`src/rtl/fpu_issue.sv`:
```
// Issue sequencer for the MIX floating-point units: selects FADD/FSUB/FMUL/FDIV,
// drives rA then V on the shared operand bus, waits for stop, writes the result back.
module fpu_issue #(
    parameter int unsigned TIMEOUT = 63
) (
    input  logic         clk,
    input  logic         reset,
    input  logic         start,
    input  logic [2:0]   fcode,
    input  logic [30:0]  rega,
    input  logic [30:0]  mem,
    output logic         busy,
    output logic         done,
    output logic         a_we,
    output logic [30:0]  a_out,
    output logic         ov_set,
    output logic         illegal,
    output logic [3:0]   u_start,
    output logic [30:0]  opnd,
    input  logic [3:0]   u_stop,
    input  logic [123:0] u_out,
    input  logic [3:0]   u_ovf
);

    typedef enum logic [2:0] {
        StIdle,
        StIssue,
        StOpb,
        StWait,
        StWrite
    } state_e;

    localparam logic [7:0] WdLast = 8'(TIMEOUT - 1);

    state_e      state;
    logic [30:0] v_reg;
    logic [1:0]  idx;
    logic [7:0]  wd_cnt;

    logic        legal;
    logic [3:0]  onehot;
    logic        sel_stop;
    logic        sel_ovf;
    logic [30:0] sel_res;

    always_comb begin
        legal    = (fcode >= 3'd1) && (fcode <= 3'd4);
        onehot   = 4'b0001 << (fcode - 3'd1);
        sel_stop = u_stop[idx];
        sel_ovf  = u_ovf[idx];
        unique case (idx)
            2'd0: sel_res = u_out[30:0];
            2'd1: sel_res = u_out[61:31];
            2'd2: sel_res = u_out[92:62];
            2'd3: sel_res = u_out[123:93];
        endcase
    end

    // All outputs are registered: each is loaded on the edge that enters the state it belongs to.
    always_ff @(posedge clk) begin
        if (reset) begin
            state   <= StIdle;
            busy    <= 1'b0;
            done    <= 1'b0;
            a_we    <= 1'b0;
            a_out   <= '0;
            ov_set  <= 1'b0;
            illegal <= 1'b0;
            u_start <= '0;
            opnd    <= '0;
            v_reg   <= '0;
            idx     <= '0;
            wd_cnt  <= '0;
        end else begin
            done    <= 1'b0;
            a_we    <= 1'b0;
            ov_set  <= 1'b0;
            illegal <= 1'b0;
            u_start <= '0;
            case (state)
                StIdle: begin
                    if (start && legal) begin
                        v_reg   <= mem;
                        idx     <= 2'(fcode - 3'd1);
                        u_start <= onehot;
                        opnd    <= rega;
                        busy    <= 1'b1;
                        state   <= StIssue;
                    end else if (start) begin
                        done    <= 1'b1;
                        illegal <= 1'b1;
                        busy    <= 1'b1;
                        state   <= StWrite;
                    end
                end
                StIssue: begin
                    opnd  <= v_reg;
                    state <= StOpb;
                end
                StOpb, StWait: begin
                    // A stop in the final watchdog cycle still counts as a normal completion.
                    if (sel_stop) begin
                        done   <= 1'b1;
                        a_we   <= 1'b1;
                        a_out  <= sel_res;
                        ov_set <= sel_ovf;
                        state  <= StWrite;
                    end else if (state == StOpb) begin
                        wd_cnt <= '0;
                        state  <= StWait;
                    end else if (wd_cnt == WdLast) begin
                        done   <= 1'b1;
                        ov_set <= 1'b1;
                        state  <= StWrite;
                    end else begin
                        wd_cnt <= wd_cnt + 8'd1;
                    end
                end
                StWrite: begin
                    busy  <= 1'b0;
                    opnd  <= '0;
                    state <= StIdle;
                end
                default: begin
                    busy  <= 1'b0;
                    opnd  <= '0;
                    state <= StIdle;
                end
            endcase
        end
    end

endmodule

```
`config.mk`:
```
export PLATFORM = sky130hd
export DESIGN_NAME = fpu_issue
export DESIGN_NICKNAME = d
export VERILOG_FILES = /design/src/rtl/fpu_issue.sv
export SDC_FILE = /design/constraint.sdc
export NUM_CORES = 1
export LEC_CHECK = 0
export CAP_MARGIN = 15
export CORE_UTILIZATION = 43
export DETAILED_ROUTE_END_ITERATION = 8
export PLACE_DENSITY = 0.95
export SKIP_CTS_REPAIR_TIMING = 1
export SYNTH_ARGS = -nofsm -noshare
export SYNTH_HDL_FRONTEND = slang
export SYNTH_SLANG_ARGS = --single-unit
```
`constraint.sdc`:
```
create_clock -name clk -period 3.6 [get_ports clk]
set_clock_uncertainty 0.2 [all_clocks]
set_input_delay 0.72 -clock clk [delete_from_list [all_inputs] [get_ports clk]]
set_output_delay 0.72 -clock clk [all_outputs]
set_load 0.03 [all_outputs]
```
==> impl_metrics.tcl <==
set metrics [dict create \
    status "finished clean" \
    p_per_area_mw_per_mm2 467 \
    clock_latency_ns 0.40 \
    period_share 0.812 \
    drt_iter0_drc 572 \
    syn_inst 573 \
    worst-slew-pin-transition_ns 0.871 \
    totalWireLength_um 17900 \
    viasPerCell 5.62 \
    synth_edf_count 0 \
    antenna_left 0 \
    dieArea_mm2 0.0128 \
    route.detailed.drc 0 \
    antenna_found_initial 0 \
    syn_nets 778 \
    die_w_um 113 \
    busiest_layer "met2" \
    syn_avg_cell_area_um2 9.27 \
    yosys-top-cells-area "dfxtp_1 43%, mux4_2 14%, a21oi_1 9.6%, nand2_1 9.1%, a211oi_1 4.7%" \
    rsz0062_at_grt "false" \
    grt_usage 0.286 \
    fin_area_mm2 0.00866 \
    crit_arrival_ns 3.00 \
    multi_input_area_mm2 0.00277 \
    n_antenna_cell 0 \
    die_y_um 113 \
    initial_core_util 0.442 \
    yosysTopAreaCell "dfxtp_1" \
    yosysSeqAreaShare 0.433 \
    dp_hpwl_um 12900 \
    fillers 848 \
    dr.pass1.iters 5 \
    yosysUniqueCellTypes 39 \
    core_area_mm2 0.0120 \
    max-clock-path-buffers 2 \
    irDropWorstVdd_mv 0.288 \
    grt_max_degree 67 \
    timing.final.crit_period_ns 2.92 \
    cp_max_fo 31 \
    root_buffer "clkbuf_16" \
    p_leak_uw 0.00298 \
    drv_cap 0 \
    relSlewSlack 0.411 \
    synthFlopType "dfxtp_1" \
    async_reset_ff_frac 0 \
    slew_viol_final 0 \
    crit_path_start_kind "primary input" \
    seq_area_mm2 0.00230 \
    ys_warn_count 0 \
    clk_pin_slew_ns 0.05 \
    final_layout_size_suffix_gt1_frac 0.104 \
    final_nets 1029 \
    portBuffers 270 \
    grt-ovfl-total 0 \
    syn_area_mm2 0.00531 \
    met3_usage 0.0809 \
    clkSinkCount 115 \
    synth_top_area_share 0.433 \
    syn2layout_area_growth_pct 63.0 \
    tritoncts "done" \
    yosys_register_bits 115 \
    use_met1 0.304 \
    detailroute.via_count 5528 \
    finalHoldViolCount 0 \
    rows 40 \
    synth_commonest_cells "129 x nand2_1, 115 x dfxtp_1, 102 x a21oi_1" \
    h-tree-depth 4 \
    fin_setup_tns_ns 0 \
    grt_pass1_wl_um 28300 \
    fmax_mhz 342 \
    cp-end-kind "flip-flop" \
    dpl-instance-area_mm2 0.00809 \
    cts_buffers 17 \
    io_pins 271 \
    place_congestion 0.841 \
    yosysMostFrequentCell "nand2_1" \
    setup_viol 0 \
    wire_per_inst_um 18.2 \
    met2_usage 0.512 \
    worstPathRequired_ns 3.68 \
    worstSetupPathType "primary input to flip-flop" \
    grt_pass1_vias 5701 \
    utilization 0.721 \
    hold_path.class "flip-flop to flip-flop" \
]
## path summary, 6_finish.rpt
path,to,slack (ns),start,depth (start not counted)
setup reg to reg,a_out[10],1.15,idx[1],5
setup / recovery,opnd[8],0.68,fcode[0],9
hold / removal,a_out[23],0.25,a_out[23],2
hold reg to reg,a_out[23],0.25,a_out[23],2
## metal layers
metal / wire, um / vias to the layer above
met5: 0 / -
met4: 794 / 0
met3: 1320 / 55
met2: 9210 / 282
met1: 6590 / 2601
li1: - / 2590
## stage by stage
stage                     hold slack [ns]  instances  worst slack, ns  power [uW]
after floorplan                     0.236        573             1.12        1990
after global placement              0.240        952            0.560        2430
after detailed placement            0.246        952            0.403        2460
after CTS                           0.253        983            0.695        4060
after global routing                0.269        983            0.579        4210
final                               0.253        983            0.678        4040
## power by group
group	switching, uW	internal, uW	total [uW]
combinational	471	515	986
sequential	74.6	1370	1450
clock	564	1040	1610
## critical path: stages
cell and delay (ns):
clkdlybuf4s50_1 0.54, inv_1 0.16, ha_1 0.16, inv_1 0.04
ha_1 0.25, o31ai_4 0.24, buf_4 0.36, a21oi_1 0.16
a211oi_1 0.36
## placed cells by master, fill, tap and decap left out, types with 3 or more instances in the layout
master,Yosys,layout
clkdlybuf4s50_1,0,269
nand2_1,129,129
dfxtp_1,115,113
a21oi_1,102,102
a211oi_1,33,33
mux4_2,33,33
a22oi_1,32,32
clkbuf_16,0,17
buf_4,0,15
inv_1,8,8
nor3_1,9,8
nor2_1,7,7
or4_1,5,5
nand2b_1,5,5
ha_1,5,5
clkinv_2,0,5
o31ai_1,5,4
nand4_1,3,3
nand3_1,3,3
a31oi_1,3,3
## logic make-up (layout without fill, tap and decap cells)
| family | after synthesis | in the layout | share of synthesized area |
|---|---|---|---|
| flops | 115 | 115 | 0.433 |
| compound gates | 179 | 179 | 0.203 |
| mux | 35 | 35 | 0.144 |
| fa+ha+maj | 5 | 5 | 0.0118 |
| buf+inv | 60 | 323 | 0.0513 |
| simple gates | 179 | 179 | 0.157 |
## cell type report
cell class / count / area share
Clock inverter: 10 / 0.0126
Inverter: 8 / 0.00347
Clock buffer: 21 / 0.0532
Timing Repair Buffer: 284 / 0.324
Multi-Input combinational cell: 398 / 0.319
Sequential cell: 115 / 0.266
Tap cell: 147 / 0.0212
No activity file was read; power rests on OpenSTA's default activity.
